`src/rtl/cpu_reg_package.sv`:
```
// Shared CPU register-map definitions: bus responder identities and timer register layout.
package cpu_reg_package;

  typedef enum logic [1:0] {
    io_e    = 2'd0,
    uart_e  = 2'd1,
    timer_e = 2'd2
  } module_e;

  // Register indices within the timer window (offset = index * Address_Wording).
  localparam logic [2:0] TIMER_CTRL_IDX     = 3'd0;
  localparam logic [2:0] TIMER_PRESCALE_IDX = 3'd1;
  localparam logic [2:0] TIMER_COMPARE_IDX  = 3'd2;
  localparam logic [2:0] TIMER_COUNT_IDX    = 3'd3;
  localparam logic [2:0] TIMER_STATUS_IDX   = 3'd4;
  localparam int unsigned TIMER_NUM_REGS    = 5;

  localparam int unsigned CTRL_EN_BIT       = 0;
  localparam int unsigned CTRL_PERIODIC_BIT = 1;
  localparam int unsigned CTRL_IRQ_EN_BIT   = 2;

endpackage

```
`src/rtl/timer_prescaler.sv`:
```
// Prescale counter: emits a one-cycle tick every (prescale_i+1) enabled cycles.
module timer_prescaler (
  input  logic        clk_i,
  input  logic        reset_i,
  input  logic        en_i,
  input  logic        restart_i,
  input  logic [15:0] prescale_i,
  output logic        tick_o
);

  logic [15:0] pc;

  assign tick_o = en_i && (pc == prescale_i);

  always_ff @(posedge clk_i) begin
    if (reset_i) begin
      pc <= '0;
    end else if (restart_i || tick_o) begin
      pc <= '0;
    end else if (en_i) begin
      pc <= pc + 16'd1;
    end
  end

endmodule

```
`src/rtl/timer_cpu.sv`:
```
// Memory-mapped timer/compare peripheral with registered read data and level IRQ.
module timer_cpu
  import cpu_reg_package::*;
#(
  parameter longint unsigned BaseAddress     = 0,
  parameter int unsigned     address_width   = 32,
  parameter int unsigned     data_width      = 32,
  parameter int unsigned     Address_Wording = 4
) (
  input  logic                     clk_i,
  input  logic                     reset_i,
  input  logic [address_width-1:0] address_i,
  input  logic [data_width-1:0]    data_i,
  input  logic                     rd_wr_i,
  output logic [data_width-1:0]    data_o,
  output logic                     irq_o
);

  logic [2:0]            ctrl;
  logic [15:0]           prescale;
  logic [31:0]           compare;
  logic [31:0]           count;
  logic                  match;
  logic                  hit;
  logic [2:0]            idx;
  logic [data_width-1:0] rd_data;
  logic                  tick;
  logic                  at_compare;
  logic                  wr_ctrl, wr_prescale, wr_compare, wr_count, wr_status;
  logic                  restart;

  always_comb begin
    hit = 1'b0;
    idx = '0;
    for (int unsigned k = 0; k < TIMER_NUM_REGS; k++) begin
      if (address_i == address_width'(BaseAddress + 64'(k) * 64'(Address_Wording))) begin
        hit = 1'b1;
        idx = 3'(k);
      end
    end
  end

  always_comb begin
    rd_data = '0;
    if (hit) begin
      case (idx)
        TIMER_CTRL_IDX:     rd_data[2:0]  = ctrl;
        TIMER_PRESCALE_IDX: rd_data[15:0] = prescale;
        TIMER_COMPARE_IDX:  rd_data[31:0] = compare;
        TIMER_COUNT_IDX:    rd_data[31:0] = count;
        TIMER_STATUS_IDX:   rd_data[0]    = match;
        default:            rd_data       = '0;
      endcase
    end
  end

  assign wr_ctrl     = rd_wr_i && hit && (idx == TIMER_CTRL_IDX);
  assign wr_prescale = rd_wr_i && hit && (idx == TIMER_PRESCALE_IDX);
  assign wr_compare  = rd_wr_i && hit && (idx == TIMER_COMPARE_IDX);
  assign wr_count    = rd_wr_i && hit && (idx == TIMER_COUNT_IDX);
  assign wr_status   = rd_wr_i && hit && (idx == TIMER_STATUS_IDX);
  assign restart     = wr_ctrl && data_i[CTRL_EN_BIT] && !ctrl[CTRL_EN_BIT];
  assign at_compare  = (count == compare);

  timer_prescaler u_prescaler (
    .clk_i      (clk_i),
    .reset_i    (reset_i),
    .en_i       (ctrl[CTRL_EN_BIT]),
    .restart_i  (restart),
    .prescale_i (prescale),
    .tick_o     (tick)
  );

  // Later assignments take priority: CPU writes override the tick's COUNT/EN
  // updates, and a new match overrides a same-cycle STATUS clear.
  always_ff @(posedge clk_i) begin
    if (reset_i) begin
      ctrl     <= '0;
      prescale <= '0;
      compare  <= '0;
      count    <= '0;
      match    <= 1'b0;
      irq_o    <= 1'b0;
      data_o   <= '0;
    end else begin
      if (wr_status && data_i[0]) match <= 1'b0;
      if (tick) begin
        if (at_compare) begin
          match <= 1'b1;
          if (ctrl[CTRL_PERIODIC_BIT]) count <= '0;
          else                         ctrl[CTRL_EN_BIT] <= 1'b0;
        end else begin
          count <= count + 32'd1;
        end
      end
      if (wr_ctrl)     ctrl     <= data_i[2:0];
      if (wr_prescale) prescale <= data_i[15:0];
      if (wr_compare)  compare  <= data_i[31:0];
      if (wr_count)    count    <= data_i[31:0];
      irq_o  <= match && ctrl[CTRL_IRQ_EN_BIT];
      data_o <= rd_data;
    end
  end

endmodule

```
`config.mk`:
```
export PLATFORM = sky130hd
export DESIGN_NAME = timer_cpu
export DESIGN_NICKNAME = d
export VERILOG_FILES = /design/src/rtl/cpu_reg_package.sv /design/src/rtl/timer_prescaler.sv /design/src/rtl/timer_cpu.sv
export SDC_FILE = /design/constraint.sdc
export NUM_CORES = 1
export LEC_CHECK = 0
export CAP_MARGIN = 20
export CORE_UTILIZATION = 31
export DETAILED_ROUTE_END_ITERATION = 8
export PLACE_DENSITY = 0.62
export SYNTH_ARGS = -nofsm -noshare
export SYNTH_HDL_FRONTEND = slang
export SYNTH_HIERARCHICAL = 1
export SYNTH_SLANG_ARGS = --single-unit
```
`constraint.sdc`:
```
create_clock -name clk_i -period 6.6 [get_ports clk_i]
set_input_delay 0.99 -clock clk_i [delete_from_list [all_inputs] [get_ports clk_i]]
set_output_delay 0.99 -clock clk_i [all_outputs]
set_load 0.01 [all_outputs]
```
==> impl_metrics.env <==
export IMPL_cp_top_family="simple AND/OR/NAND/NOR gates"
export IMPL_max_clock_freq_mhz=282.8
export IMPL_syn_to_final_growth_pct=23.35
export IMPL_numPortBuffers=99
export IMPL_arrival_ps=3880
export IMPL_num_vias=6548
export IMPL_netlist_area_um2=7117
export IMPL_cpPeakStageDelay_ps=960
export IMPL_viasPerCell=5.394
export IMPL_max_cap_violations=0
export IMPL_cp_required_ps=6950
export IMPL_ctsHoldBuffers=0
export IMPL_cts_resized=0
export IMPL_grt_antenna_before_repair=0
export IMPL_wl_mm=20.91
export IMPL_cts_sinks=133
export IMPL_layout_min_cycle_time_ps=3536
export IMPL_slew_headroom=0.3694
export IMPL_violations="DRC"
export IMPL_cts_root_buf="clkbuf_16"
export IMPL_outcome="finished with violations"
export IMPL_row_count=55
export IMPL_hold_start="compare[0]$_SDFFE_PP0P_"
export IMPL_core_um2=22570
export IMPL_dieWidth_um=153.5
export IMPL_start_util=0.3153
export IMPL_multi_input_area_um2=4031
export IMPL_min_path_type="reg2reg"
export IMPL_die_y_um=153.5
export IMPL_clockBufferDepth=2
export IMPL_first_global_vias=5944
export IMPL_numCtsBuffers=17
export IMPL_crit_type="in2reg"
export IMPL_finalSetupTns_ps=0
export IMPL_setup_viol=0
export IMPL_fin_skew_ps=6.891
export IMPL_fin_nets=985
export IMPL_r2r_end="count[17]$_SDFFE_PP0P_"
export IMPL_hpwlAfterDp_mm=14.47
export IMPL_ios=100
export IMPL_power_density_nw_per_um2=219.3
export IMPL_post_route_util=0.3889
export IMPL_avgSynthCellArea_um2=8.247
export IMPL_syn_nets=932
export IMPL_first_iter_violations=566
export IMPL_min_path_cells=2
export IMPL_hold_viol_final=0
export IMPL_grt_pass1_wl_mm=32.57
export IMPL_clk_latency_ps=430
export IMPL_overflow=0
export IMPL_synth_area_top_cells="dfxtp_1 (37%), nand2_1 (6.5%), a21oi_1 (5.3%)"
export IMPL_ys_async_sr_fraction=0
export IMPL_p_leak_nw=3.014
export IMPL_period_share=0.5357
export IMPL_critPathCaptureType="flop"
export IMPL_yosysSeqAreaShare=0.3741
export IMPL_drv_slew=0
export IMPL_grt_setup_unrepaired="no"
export IMPL_grt_max_degree=55
export IMPL_die_area_um2=23570
export IMPL_slowest_stage="nor2b_4"
export IMPL_cp_cell_sequence="clkdlybuf4s50_1 > nor4_1 > and4_1 > nand4_1 > nor2b_4 > nand2_1 > a21oi_1"
export IMPL_drive_gt1_frac=0.1055
export IMPL_grt_use_total=0.1763
export IMPL_yosysUniqueCellTypes=63
export IMPL_reg2reg_slack_ps=3650
export IMPL_yosysWarnings=6
export IMPL_netlist_instances=863
export IMPL_cp_num_buf_inv=1
export IMPL_synth_edff_count=0
export IMPL_routedWlPerCell_um=17.22
export IMPL_dr_pass1_iters=7
export IMPL_synth_seq_cells=133
export IMPL_reg2reg_depth=6
export IMPL_postCtsSetupBuffers=0
export IMPL_h_tree_depth=4
export IMPL_yosysTopAreaCell="dfxtp_1"
export IMPL_r2r_start="count[9]$_SDFFE_PP0P_"
export IMPL_synth_ff_type="dfxtp_1"
export IMPL_hold_end="compare[0]$_SDFFE_PP0P_"
export IMPL_regArea_um2=2663
export IMPL_synth_top_area_share=0.3741
export IMPL_tritoncts="yes"
export IMPL_gp_congestion=0.8504
export IMPL_diodes=0
export IMPL_startpoint_type="primary input"
export IMPL_n_fill_cell=2322
export IMPL_clkTransAtPathRegs_ps=60
export IMPL_ir_drop_v=0.0001390
export IMPL_drc_errors=2
export IMPL_critPathMaxFanout=32
export IMPL_worst_pin_slew_ps=938.8
export IMPL_ant_nets=0
-- worst max-delay path by stage --
stage | slack (ps) | from | end | depth (start not counted)
after floorplan | 3460 | address_i[23] | u_prescaler/pc[9]$_SDFFE_PP0P_ | 8
after global routing | 2740 | address_i[14] | compare[23]$_SDFFE_PP0P_ | 7
after CTS | 3090 | address_i[6] | compare[13]$_SDFFE_PP0P_ | 7
final | 3060 | address_i[6] | compare[13]$_SDFFE_PP0P_ | 7
after global placement | 2720 | address_i[6] | compare[21]$_SDFFE_PP0P_ | 7
after detailed placement | 2650 | address_i[6] | compare[13]$_SDFFE_PP0P_ | 7
-- routing by layer --
metal,GRT usage,up-vias,share of wire
li1,-,3162,-
met1,0.2285,3111,0.46
met2,0.2835,234,0.46
met3,0.03636,41,0.054
met4,0.07524,0,0.024
met5,0,-,0
-- cell usage after synthesis (all sizes together) (3+ instances only) --
cell type / instances
and4: 7
dfxtp: 133
inv: 10
o31ai: 4
a311oi: 4
buf: 36
and2: 5
o21a: 5
a21oi: 78
nand2: 126
a211oi: 18
mux2i: 33
xnor2: 27
clkbuf: 38
o21ai: 22
a32oi: 4
and3: 7
nor3: 14
a22oi: 4
xor2: 38
nor4: 42
mux2: 10
nor2: 100
nand4: 35
nand3: 28
nor2b: 3
o32ai: 4
a221oi: 5
-- report_power, final --
part | leakage, nW | internal [mW] | switching, mW
sequential | 1.07 | 0.804 | 0.00237
combinational | 1.64 | 0.0492 | 0.0604
clock | 0.306 | 0.635 | 0.374
total | 3.01 | 1.49 | 0.437
-- cell usage in the layout, fill, tap and decap left out, types with 3 or more instances in the layout --
master and count:
and2_1 5, o21ai_0 21, nand2_1 124, clkbuf_16 17, xnor2_1 27, a311oi_1 3
and4_1 6, bufinv_16 3, mux2_2 10, clkinv_2 3, a32oi_1 4, a211oi_1 12
nor2_1 100, a21oi_1 75, dfxtp_1 133, and3_1 7, clkdlybuf4s50_1 97, a221oi_1 5
o32ai_1 4, inv_1 10, xor2_1 38, a22oi_2 3, nor4_2 20, clkbuf_8 4
buf_4 9, nand4_1 33, a211oi_2 6, nand3_1 28, nor4_1 21, mux2i_1 33
o21a_1 5, o31ai_1 3, a21oi_2 3, nor3_1 13
-- final cells by class --
class | count | share of cell area
Inverter | 10 | 0.004276
Sequential cell | 133 | 0.3033
Clock inverter | 11 | 0.01668
Tap cell | 285 | 0.04062
Multi-Input combinational cell | 646 | 0.4592
Clock buffer | 21 | 0.05473
Timing Repair Buffer | 108 | 0.1212
-- worst min-delay path: stages, from the launching register on --
cell     delay [ps]
dfxtp_1         320
nand2_1          60
a21oi_1          50
-- cell families (layout without fill, tap and decap cells) --
group	after synthesis	count (layout)	synth area share
buffers and inverters	84	150	0.06118
xor gates and xnor gates	65	65	0.07999
adders and majority gates	2	2	0.003516
muxes	43	43	0.06224
DFF	133	133	0.3741
and+or+nand+nor	374	374	0.2681
AOI/OAI and AO/OA	162	162	0.1508
-- flip-flops by register name, summed over array words and instances (netlist names) --
signal and count:
compare 32, count 32, ctrl 3, data_o 32, irq_o 1, match 1
prescale 16, u_prescaler/pc 16
-- per-stage QoR --
step                area (um2)  power (mW)  hold slack (ps)  std cells  worst slack, ps
global placement          8132      0.9323            468.1       1181             2719
floorplan                 7117      0.8709            457.7        863             3460
global route              8778       1.982            500.7       1214             2740
finish                    8778       1.925            480.7       1214             3064
CTS                       8758       1.939            481.8       1213             3085
detailed placement        8132      0.9322            473.4       1181             2650
Power figures use the tool's default switching activity.
